==> src/rtl/uart_rx_ctrl.sv <==
// uart_rx_ctrl: UART receive frame controller (start detect, bit timing, parity/stop checks).
// Optional saturating error counter on port err_cnt when UART_RX_ERR_CNT_EN is defined.
module uart_rx_ctrl #(
  parameter int DATA_W  = 8,
  parameter int PRESC_W = 6
) (
  input  logic               Clk,
  input  logic               Rst,
  input  logic               RX_IN,
  input  logic [PRESC_W-1:0] Prescale,
  input  logic               PAR_EN,
  input  logic               par_err,
  input  logic               sampled_bit,
  output logic               dat_samp_en,
  output logic [PRESC_W-1:0] edge_cnt,
  output logic               deser_en,
  output logic               par_chk_en,
  output logic               data_valid,
  output logic               par_error,
  output logic               stp_error
`ifdef UART_RX_ERR_CNT_EN
  ,
  output logic [7:0]         err_cnt
`endif
);

  localparam int BIT_W = $clog2(DATA_W + 1);

  typedef enum logic [2:0] {
    S_IDLE, S_START, S_DATA, S_PARITY, S_STOP, S_DONE
  } state_e;

  state_e             state_q, state_d;
  logic [PRESC_W-1:0] edge_q, edge_d;
  logic [PRESC_W-1:0] presc_q, presc_d, presc_in;
  logic [BIT_W-1:0]   bit_q, bit_d;
  logic               samp_en_q, samp_en_d;
  logic               deser_q, deser_d;
  logic               par_chk_q, par_chk_d;
  logic               valid_q, valid_d;
  logic               par_err_q, par_err_d;
  logic               stp_err_q, stp_err_d;
  logic               last_edge, pre_last_edge;

  // Even ratio only, with a floor of 8 so the sampler window always fits in a bit.
  always_comb begin
    presc_in = Prescale & ~PRESC_W'(1);
    if (presc_in < PRESC_W'(8)) presc_in = PRESC_W'(8);
  end

  assign last_edge     = (edge_q == presc_q - PRESC_W'(1));
  assign pre_last_edge = (edge_q == presc_q - PRESC_W'(2));

  always_comb begin
    state_d   = state_q;
    edge_d    = (state_q == S_IDLE) ? '0 : (last_edge ? '0 : edge_q + PRESC_W'(1));
    bit_d     = bit_q;
    presc_d   = presc_q;
    par_err_d = par_err_q;
    stp_err_d = stp_err_q;
    deser_d   = 1'b0;
    par_chk_d = 1'b0;
    valid_d   = 1'b0;
    unique case (state_q)
      S_IDLE: begin
        bit_d = '0;
        if (!RX_IN) begin
          state_d   = S_START;
          presc_d   = presc_in;
          par_err_d = 1'b0;
          stp_err_d = 1'b0;
        end
      end
      S_START: begin
        if (last_edge) begin
          state_d = sampled_bit ? S_IDLE : S_DATA;
          bit_d   = '0;
        end
      end
      S_DATA: begin
        // Strobes are registered one edge early so they sit on the bit's last edge.
        if (pre_last_edge) deser_d = 1'b1;
        if (last_edge) begin
          bit_d = bit_q + BIT_W'(1);
          if (bit_q == BIT_W'(DATA_W - 1)) state_d = PAR_EN ? S_PARITY : S_STOP;
        end
      end
      S_PARITY: begin
        if (pre_last_edge) par_chk_d = 1'b1;
        if (last_edge) begin
          par_err_d = par_err;
          state_d   = S_STOP;
        end
      end
      S_STOP: begin
        if (last_edge) begin
          stp_err_d = ~sampled_bit;
          valid_d   = ~par_err_q & sampled_bit;
          state_d   = S_DONE;
        end
      end
      S_DONE: begin
        // DONE is edge 0 of a back-to-back start bit, so the edge counter keeps running.
        if (!RX_IN) begin
          state_d   = S_START;
          presc_d   = presc_in;
          par_err_d = 1'b0;
          stp_err_d = 1'b0;
        end else begin
          state_d = S_IDLE;
        end
      end
      default: state_d = S_IDLE;
    endcase
    if (state_d == S_IDLE) edge_d = '0;
    samp_en_d = (state_d inside {S_START, S_DATA, S_PARITY, S_STOP});
  end

  always_ff @(posedge Clk or negedge Rst) begin
    if (!Rst) begin
      state_q   <= S_IDLE;
      edge_q    <= '0;
      bit_q     <= '0;
      presc_q   <= PRESC_W'(8);
      samp_en_q <= 1'b0;
      deser_q   <= 1'b0;
      par_chk_q <= 1'b0;
      valid_q   <= 1'b0;
      par_err_q <= 1'b0;
      stp_err_q <= 1'b0;
    end else begin
      state_q   <= state_d;
      edge_q    <= edge_d;
      bit_q     <= bit_d;
      presc_q   <= presc_d;
      samp_en_q <= samp_en_d;
      deser_q   <= deser_d;
      par_chk_q <= par_chk_d;
      valid_q   <= valid_d;
      par_err_q <= par_err_d;
      stp_err_q <= stp_err_d;
    end
  end

  // data_valid is a one-cycle pulse with no back-pressure: the consumer must take the
  // deserializer byte in that cycle; it stays stable until the next frame's first shift.
  assign dat_samp_en = samp_en_q;
  assign edge_cnt    = edge_q;
  assign deser_en    = deser_q;
  assign par_chk_en  = par_chk_q;
  assign data_valid  = valid_q;
  assign par_error   = par_err_q;
  assign stp_error   = stp_err_q;

`ifdef UART_RX_ERR_CNT_EN
  logic [7:0] err_cnt_q, err_cnt_d;
  logic       err_evt;

  assign err_evt = (state_q == S_START && last_edge && sampled_bit) ||
                   (state_q == S_DONE && (par_err_q || stp_err_q));

  always_comb begin
    err_cnt_d = err_cnt_q;
    if (err_evt && err_cnt_q != 8'hFF) err_cnt_d = err_cnt_q + 8'd1;
  end

  always_ff @(posedge Clk or negedge Rst) begin
    if (!Rst) err_cnt_q <= '0;
    else      err_cnt_q <= err_cnt_d;
  end

  assign err_cnt = err_cnt_q;
`endif

endmodule

==> config.mk <==
export PLATFORM = sky130hd
export DESIGN_NAME = uart_rx_ctrl
export DESIGN_NICKNAME = d
export VERILOG_FILES = /design/src/rtl/uart_rx_ctrl.sv
export SDC_FILE = /design/constraint.sdc
export NUM_CORES = 1
export LEC_CHECK = 0
export ABC_AREA = 1
export CAP_MARGIN = 0
export CORE_UTILIZATION = 45
export CTS_CLUSTER_SIZE = 12
export DETAILED_ROUTE_END_ITERATION = 12
export MAX_ROUTING_LAYER = met4
export PLACE_DENSITY = 0.69
export SLEW_MARGIN = 5
export SYNTH_ARGS = -nofsm -noshare
export SYNTH_HDL_FRONTEND = slang
export SYNTH_SLANG_ARGS = --single-unit
==> constraint.sdc <==
create_clock -name Clk -period 2 [get_ports Clk]
set_clock_uncertainty 0.1 [all_clocks]
set_input_delay 0.2 -clock Clk [delete_from_list [all_inputs] [get_ports Clk]]
set_output_delay 0.2 -clock Clk [all_outputs]
set_load 0.01 [all_outputs]
==> results of run 1 <==
synthesized netlist by cell type, drive strengths merged:
| master | number |
|---|---|
| nand2 | 49 |
| nor2 | 29 |
| inv | 28 |
| nand3 | 24 |
| dfrtp | 23 |
| o21ai | 14 |
| a21oi | 11 |
| nor3 | 6 |
| xor2 | 4 |
| ha | 3 |
| clkinv | 2 |
| nor4 | 2 |
| and3 | 1 |
| dfstp | 1 |
| or2 | 1 |
| xnor2 | 1 |
how the worst min path moves through the flow:
stage                     slack, ns                   end
after floorplan               -0.20  bit_q[0]$_DFFE_PN0P_
after global placement         0.35  data_valid$_DFF_PN0_
after detailed placement       0.35  data_valid$_DFF_PN0_
after CTS                      0.13  bit_q[2]$_DFFE_PN0P_
after global routing           0.13  bit_q[2]$_DFFE_PN0P_
final                          0.11  state_q[1]$_DFF_PN0_
state kept, by name (all words and copies together), names as in the netlist:
| name | count |
|---|---|
| presc_q | 5 |
| edge_cnt | 6 |
| stp_error | 1 |
| deser_en | 1 |
| dat_samp_en | 1 |
| par_error | 1 |
| state_q | 3 |
| bit_q | 4 |
| data_valid | 1 |
| par_chk_en | 1 |
placed cells by master, fill, tap and decap left out, types with 7 or more instances in the layout:
| cell type | count |
|---|---|
| o21ai_0 | 11 |
| clkdlybuf4s50_1 | 22 |
| inv_2 | 7 |
| buf_4 | 16 |
| dfrtp_1 | 23 |
| nor2_1 | 17 |
| nor2_4 | 7 |
| a21oi_1 | 10 |
| nand3_1 | 12 |
| nand2_2 | 8 |
| inv_1 | 21 |
| nand2_1 | 37 |
| nand3_2 | 11 |
worst register-to-register path: cells and delay by family, from the launching register on:
family	cells	cell delay (ns)
AND/OR/NAND/NOR	7	0.84
flip-flops	1	0.41
adder cells (fa/ha/maj)	1	0.20
AO/OA/AOI/OAI	2	0.20
buffers and inverters	2	0.12
logic make-up (layout without fill, tap and decap cells):
kind of cell	count (synthesis)	in the layout	synth area share
DFF	24	24	0.393
buffers and inverters	30	72	0.0735
xor gates and xnor gates	5	5	0.0286
adders and majority gates	3	3	0.0245
and+or+nand+nor	112	112	0.394
AOI/OAI and AO/OA	25	25	0.0866
metal layers:
layer | vias up | share of wire
li1 | 719 | -
met1 | 652 | 0.46
met2 | 40 | 0.48
met3 | 6 | 0.042
met4 | 0 | 0.018
met5 | - | 0
layout make-up:
cell class	count	area, sq um
clock buffers	4	26.3
fillers	255	1070
inverters	30	113
multi-input cells	145	926
flip-flops and latches	24	602
well taps	44	55.1
repair buffers	38	340
stage by stage:
stage                     instances  total power [mW]  TNS (ns)  area, sq um  setup WS (ns)
after floorplan                 199              1.80         0         1530          0.134
after global placement          276              2.18   -0.0473         1890        -0.0190
after detailed placement        276              2.24    -0.226         1890        -0.0473
after CTS                       282              2.54  -0.00599         1950       -0.00599
after global routing            285              2.98    -0.576         2060        -0.0905
final                           285              2.77         0         2060        0.00951
power groups by stage:
| stage | clock [mW] | combinational [mW] | sequential, mW |
|---|---|---|---|
| CTS | 0.240 | 1.56 | 0.742 |
| global placement | 0 | 1.44 | 0.742 |
| detailed placement | 0 | 1.49 | 0.749 |
| floorplan | 0 | 1.05 | 0.747 |
| finish | 0.237 | 1.78 | 0.752 |
| global route | 0.260 | 1.95 | 0.769 |
timing repair:
action                     4_1_cts  5_1_grt
pin swaps                        5        7
setup buffers                    2        3
gates resized for setup          6       20
setup endpoints to repair        7       12
==> results.ini, run 1 <==
[status]
status = completed

[floorplanning]
core_area_sq_um = 3130
io_pins = 24
rows = 20
die_w_microns = 60.3
die_area_sq_um = 3640
start_util = 0.490
die_y_microns = 60.3

[critical_path]
setup.worst_path.start_class = register
path_class = register to register
path_depth = 12
crit_start = presc_q[1]$_DFFE_PN0P_
cpMostUsedCell = nor2_4
cp_slowest_stage_delay_ns = 0.41
critical_path.cell_chain = inv_2 > ha_4 > nand2_1 > inv_2 > nor2_4 > nand3_2 > nor2_4 > nand2_4 > o21ai_4 > nand3_4 > nor2_4 > a21oi_1
crit_required_ns = 2.10
critPathArrivalTime_ns = 2.09
worstRegToRegCells = 12
reg2reg_to = edge_cnt[4]$_DFF_PN0_
regToRegStartpoint = presc_q[1]$_DFFE_PN0P_
crit_family = simple AND/OR/NAND/NOR gates
cp_slowest_cell = dfrtp_1
reg2reg_slack_ns = 0.01
crit_buf_inv = 2
endpoint = edge_cnt[4]$_DFF_PN0_
end_kind = register
critPathMaxFanout = 7

[yosys]
synthTopCellsByArea = dfrtp_1 (38%), nand2_1 (10%), nand3_1 (5.9%), inv_1 (5.6%), nor2_1 (4.9%)
ys_ff_latch = 24
syn-num-nets = 214
ys_warn_count = 0
ys_types = 27
yosysTopAreaCell = dfrtp_1
synth_area_per_cell_sq_um = 7.70
syn-cell-area_sq_um = 1530
netlist_instances = 199
synth-seq-area-share = 0.393
synth_top_area_frac = 0.376

[sta]
rsz0062_at_grt = yes
whs_ns = 0.111
period_share = 0.995
hold_viol = 0
clock.fmax_mhz = 502
drv_slew = 0
worst_pin_slew_ns = 0.601
period_needed_ns = 1.99
setup_viol = 0
worst_slew_margin_rel = 0.596

[clock_tree]
cts_buffer_depth = 2
cts_buffers = 3
cts_root_buffer = clkbuf_4
cts.sinks = 24
htreeDepth = 1
clk_latency_ns = 0.33
cts_tree = built
clkSlewWorstSetupHoldPaths_ns = 0.15
holdBufCountCts = 0

[run]
cap_violations = 0

[layout]
areaGrowthSynthToFinish_pct = 34.6
fin_util = 0.659
drive_gt1_frac = 0.290
antennaDiodeCount = 0
nets = 257

[global_routing]
grt_pass1_wl_microns = 5820
use_met2 = 0.349
grt_max_degree = 25
met3_usage = 0.0341
grt_pass1_vias = 1347
gr-usage-all-layers = 0.220
grt_busiest_layer = met2
grt_remaining_overflow = 0
antenna_found_initial = 0
met1_usage = 0.289

[power]
combinationalPowerShare = 0.643
pwr-share-clk = 0.086
powerDensity_nw_per_um2 = 1340
seqPwrFrac = 0.272
intPower_mw = 1.43
switching_power_mw = 1.33
swShare = 0.482
peakVddDrop_uv = 816
leakage_nw = 0.971

[drt]
via_count = 1417
viasPerCell = 4.97
wl_per_cell_microns = 12.7
wirelength_microns = 3610
drc = 0
initialDrtViolationCount = 85
final_antenna_net_count = 0
detailedRoute.firstPassIterationCount = 5

[place]
detailed_place_hpwl_microns = 2650
place_congestion = 0.851
io_buffer_count = 22

[hold_path]
hp-class = input pin to async pin

Power figures use the tool's default switching activity.
==> inputs of run 2 (changes only) <==
--- a/config.mk
+++ b/config.mk
@@ -7,6 +7,7 @@
 export LEC_CHECK = 0
 export ABC_AREA = 1
 export CAP_MARGIN = 0
+export CORE_MARGIN = 4
 export CORE_UTILIZATION = 45
 export CTS_CLUSTER_SIZE = 12
 export DETAILED_ROUTE_END_ITERATION = 12
==> run 2 against run 1 <==
  * The flow now finishes with violations (setup timing)
  * Via count is 0.14% higher
  * Die area increased by 21%
  * Flip-flop and latch count unchanged
  * Critical endpoint is now edge_cnt[2]$_DFF_PN0_
  * Largest power group unchanged
==> results.ini, run 2 (same netlist as run 1, synthesis figures left out) <==
[status]
status = finished, violations left
violations = setup timing

[global_routing]
grt_pass1_wl_microns = 6420
antenna_found_initial = 0
gr-usage-all-layers = 0.197
grt_max_degree = 25
grt_pass1_vias = 1424
grt_remaining_overflow = 0

[layout]
final_cell_mix = nand2_1 (38), dfrtp_1 (23), clkdlybuf4s50_1 (22), inv_1 (21), nor2_1 (19)
areaGrowthSynthToFinish_pct = 34.6
fin_util = 0.654
instances_no_fill = 286
final_common_cell = nand2_1
antennaDiodeCount = 0
drive_gt1_frac = 0.293
final_area_sq_um = 2060
nets = 258
largest_reg_flops = 6

[critical_path]
end_kind = register
reg2reg_slack_ns = -0.04
critPathMaxFanout = 7
setup.worst_path.start_class = register
cp_slowest_cell = dfrtp_1
reg2reg_to = edge_cnt[2]$_DFF_PN0_
cp_slowest_stage_delay_ns = 0.41
crit_buf_inv = 1
crit_family = simple AND/OR/NAND/NOR gates
critPathArrivalTime_ns = 2.17
worstRegToRegCells = 13
critical_path.cell_chain = inv_2 > ha_4 > nand2_2 > nor2_2 > nor2_1 > nor2_2 > nor2_8 > nand2_4 > nand2_2 > nand3_2 > nand3_2 > nor2_4 > a21oi_2
crit_required_ns = 2.13
path_class = register to register
regToRegStartpoint = presc_q[1]$_DFFE_PN0P_

[clock_tree]
clkSlewWorstSetupHoldPaths_ns = 0.14
htreeDepth = 1
cts_buffers = 3
cts.sinks = 24
clk_latency_ns = 0.33
cts_buffer_depth = 2
cts_root_buffer = clkbuf_4
holdBufCountCts = 0
cts_tree = built

[sta]
setup_viol = 7
worst_slew_margin_rel = 0.680
clock.fmax_mhz = 491
drv_slew = 0
rsz0062_at_grt = yes
whs_ns = 0.113
period_needed_ns = 2.04
finalSetupTns_ns = -0.212
period_share = 1.02
fin_ws_ns = -0.0385
worst_pin_slew_ns = 0.478
hold_viol = 0

[run]
cap_violations = 0

[power]
leakage_nw = 0.966
powerDensity_nw_per_um2 = 1350
peakVddDrop_uv = 781
power_mw = 2.79

[place]
io_buffer_count = 22
detailed_place_hpwl_microns = 2720
placed_cells = 275
place_congestion = 0.873
place_area_sq_um = 1880
pre_cts_ws_ns = -0.0509

[hold_path]
hp-class = input pin to async pin

[floorplanning]
die_w_microns = 66.3
start_util = 0.486
die_area_sq_um = 4400
io_pins = 24
rows = 20
core_area_sq_um = 3150
die_y_microns = 66.3

[drt]
wirelength_microns = 3700
detailedRoute.firstPassIterationCount = 4
initialDrtViolationCount = 54
drc = 0
final_antenna_net_count = 0
wl_per_cell_microns = 12.9
via_count = 1419
viasPerCell = 4.96

==> run 2: cell count changes in the layout (fill, tap and decap cells not counted), sizes merged <==
cell / before / now
buf: 16 / 17
==> run 2: worst reg2reg max path: stages (launching register included) <==
cell	delay (ns)
dfrtp_1	0.41
inv_2	0.08
ha_4	0.16
nand2_2	0.08
nor2_2	0.10
nor2_1	0.06
nor2_2	0.19
nor2_8	0.07
nand2_4	0.12
nand2_2	0.06
nand3_2	0.06
nand3_2	0.10
nor2_4	0.26
a21oi_2	0.10
==> run 2: worst max path at each step <==
stage / from / to / slack, ns / cells after the start
finish: presc_q[1]$_DFFE_PN0P_ / edge_cnt[2]$_DFF_PN0_ / -0.04 / 13
global placement: presc_q[1]$_DFFE_PN0P_ / edge_cnt[5]$_DFF_PN0_ / -0.02 / 12
global route: presc_q[1]$_DFFE_PN0P_ / edge_cnt[2]$_DFF_PN0_ / -0.17 / 13
detailed placement: presc_q[1]$_DFFE_PN0P_ / edge_cnt[5]$_DFF_PN0_ / -0.05 / 11
floorplan: presc_q[1]$_DFFE_PN0P_ / dat_samp_en$_DFF_PN0_ / 0.13 / 12
CTS: presc_q[1]$_DFFE_PN0P_ / edge_cnt[3]$_DFF_PN0_ / -0.02 / 13
==> run 2: power by group <==
| part | leakage, nW | switching [mW] | internal [mW] |
|---|---|---|---|
| registers | 0.312 | 0.126 | 0.621 |
| logic | 0.638 | 1.06 | 0.748 |
| clock network | 0.0150 | 0.161 | 0.0784 |
==> run 2: area by class of cell <==
cell class | count | area, sq um
multi-input combinational | 145 | 918
timing repair buffer | 39 | 348
sequential | 24 | 602
tap | 44 | 55.1
clock buffer | 4 | 26.3
fill | 294 | 1090
inverter | 30 | 113
==> run 2: layer usage <==
layer	vias to the layer above	track usage	share of wire
met5	-	-	0
met3	5	0.0391	0.030
met1	661	0.255	0.48
met2	25	0.302	0.47
met4	0	0.0761	0.014
li1	728	-	-
==> run 2: timing repair <==
| item | in CTS | in global routing |
|---|---|---|
| setup endpoints to repair | 9 | 11 |
| resized for setup | 15 | 11 |
| endpoints found under the hold margin | 0 | 0 |
| pin swaps | 8 | 5 |
| buffers inserted | 3 | 4 |
==> inputs of run 3 (changes only) <==
--- a/config.mk
+++ b/config.mk
@@ -13,6 +13,8 @@
 export DETAILED_ROUTE_END_ITERATION = 12
 export MAX_ROUTING_LAYER = met4
 export PLACE_DENSITY = 0.69
+export RECOVER_POWER = 25
+export SETUP_SLACK_MARGIN = 0.4
 export SLEW_MARGIN = 5
 export SYNTH_ARGS = -nofsm -noshare
 export SYNTH_HDL_FRONTEND = slang
==> run 3 against run 2 <==
  * The run still ends with setup timing left
  * Final cell count is 4.5% higher
  * Largest power group unchanged
  * Setup slack worse by 0.017 ns
  * Clock-buffer cell count stayed put
==> results.ini, run 3 (same netlist as run 1, synthesis figures left out) <==
[hold_path]
hold_path_depth = 3
hp-class = input pin to register
hp-start = par_err
min_to = par_error$_DFFE_PN0P_

[sta]
worst_pin_slew_ns = 1.32
finalSetupTns_ns = -0.294
fin_ws_ns = -0.0552
clock.fmax_mhz = 487
drv_slew = 0
hold_viol = 0
period_needed_ns = 2.06
setup_viol = 7
period_share = 1.03
rsz0062_at_grt = yes
worst_slew_margin_rel = 0.119

[power]
powerDensity_nw_per_um2 = 1430
leakage_nw = 1.14
intPower_mw = 1.69
combinationalPowerShare = 0.687
seqPwrFrac = 0.228
switching_power_mw = 1.52
pwr-share-clk = 0.085
swShare = 0.473
peakVddDrop_uv = 894

[clock_tree]
clk_latency_ns = 0.34
cts_root_buffer = clkbuf_4
cts_tree = built
clkSlewWorstSetupHoldPaths_ns = 0.14
cts_buffers = 3
cts.sinks = 24
htreeDepth = 1
cts_buffer_depth = 2
holdBufCountCts = 0

[critical_path]
reg2reg_to = edge_cnt[2]$_DFF_PN0_
cp_slowest_stage_delay_ns = 0.41
critical_path.cell_chain = inv_2 > ha_4 > nand2_2 > inv_2 > nor2_4 > nand3_4 > nor2_4 > nand2_4 > o21ai_2 > nand3_2 > nor2_4 > buf_12 > a21oi_2
critPathArrivalTime_ns = 2.19
setup.worst_path.start_class = register
regToRegStartpoint = presc_q[1]$_DFFE_PN0P_
reg2reg_slack_ns = -0.06
path_class = register to register
crit_required_ns = 2.13
end_kind = register
cp_slowest_cell = dfrtp_1
worstRegToRegCells = 13
critPathMaxFanout = 6
cpMostUsedCell = nor2_4

[layout]
fillers = 251
fin_util = 0.713
areaGrowthSynthToFinish_pct = 46.7
drive_gt1_frac = 0.384
largest_reg_flops = 6
final_common_cell = nand2_1
instances_no_fill = 299
multiInputGateArea_sq_um = 963
final_cell_mix = nand2_1 (35), buf_4 (24), inv_1 (20), dfrtp_1 (20), nor2_1 (17)
nets = 271
regArea_sq_um = 606
final_area_sq_um = 2250
antennaDiodeCount = 0

[floorplanning]
die_w_microns = 66.3
io_pins = 24
core_area_sq_um = 3150
start_util = 0.486
die_area_sq_um = 4400
die_y_microns = 66.3
rows = 20

[drt]
final_antenna_net_count = 0
wl_per_cell_microns = 14.1
wirelength_microns = 4230
drc = 0
via_count = 1564
initialDrtViolationCount = 97
viasPerCell = 5.23
detailedRoute.firstPassIterationCount = 4

[global_routing]
grt_busiest_layer = met2
gr-usage-all-layers = 0.194
grt_pass1_vias = 1425
antenna_found_initial = 0
use_met2 = 0.318
met3_usage = 0.0204
grt_remaining_overflow = 0
met1_usage = 0.255
grt_pass1_wl_microns = 6430
grt_max_degree = 25

[run]
cap_violations = 0

[place]
io_buffer_count = 22
place_congestion = 0.893
detailed_place_hpwl_microns = 2660
placed_cells = 268
place_area_sq_um = 1870

[status]
status = finished, violations left
violations = setup timing

## run 3: cell types whose count changed in the layout (fill, tap and decap cells not counted), sizes merged
cell,delta
inv,+1
dlymetal6s2s,+4
clkinv,-1
clkinvlp,+1
dlygate4sd3,+1
clkbuf,+1
buf,+11
dlygate4sd2,+4
clkdlybuf4s50,-9
## run 3: worst max-delay path: cells and delay by family, from the launching register on
family	cells	cell delay, ns
buf+inv	3	0.26
compound gates	2	0.14
simple gates	7	0.84
flops	1	0.41
fa+ha+maj	1	0.20
## run 3: power by group through the flow
stage          combinational [mW]  sequential, mW  clock [mW]
2_1_floorplan                1.12           0.751           0
4_1_cts                      1.88           0.727       0.271
5_1_grt                      2.39           0.749       0.300
3_5_place_dp                 1.48           0.755           0
3_3_place_gp                 1.45           0.749           0
6_report                     2.21           0.731       0.273
## run 3: worst max path at each step
stage | from | endpoint | slack, ns | cells after the start
detailed placement | presc_q[1]$_DFFE_PN0P_ | edge_cnt[5]$_DFF_PN0_ | -0.06 | 12
global placement | presc_q[1]$_DFFE_PN0P_ | edge_cnt[5]$_DFF_PN0_ | 0.01 | 12
CTS | presc_q[1]$_DFFE_PN0P_ | edge_cnt[3]$_DFF_PN0_ | 0.01 | 15
floorplan | presc_q[1]$_DFFE_PN0P_ | dat_samp_en$_DFF_PN0_ | 0.16 | 12
finish | presc_q[1]$_DFFE_PN0P_ | edge_cnt[2]$_DFF_PN0_ | -0.06 | 13
global route | presc_q[1]$_DFFE_PN0P_ | edge_cnt[2]$_DFF_PN0_ | -0.17 | 14
## run 3: through the flow
stage	setup slack [ns]	hold slack, ns	power, mW
final	-0.0552	0.309	3.21
after global routing	-0.168	0.333	3.44
after CTS	0.0121	0.132	2.88
after detailed placement	-0.0553	0.355	2.24
after global placement	0.0126	0.355	2.19
after floorplan	0.156	-0.196	1.87
## run 3: layout make-up
cell class                      count  share of cell area
Sequential cell                    24               0.269
Inverter                           30              0.0518
Tap cell                           44              0.0245
Timing Repair Buffer               51               0.206
Clock buffer                        4              0.0161
Multi-Input combinational cell    145               0.429
Timing Repair inverter              1             0.00334
## run 3: layer usage
metal  part of all wire  up-vias  routed length, microns
met2               0.49       60                    2060
met5                  0        -                       0
met1               0.44      739                    1840
met3              0.046       15                     194
li1                   -      750                       -
met4              0.031        0                     132
## run 3: repair_timing
item / in CTS / in global routing
resized for setup: 25 / 19
endpoints found under the setup margin: 29 / 27
pin swaps: 12 / 5
cloned: 0 / 1
buffers inserted: 19 / 7
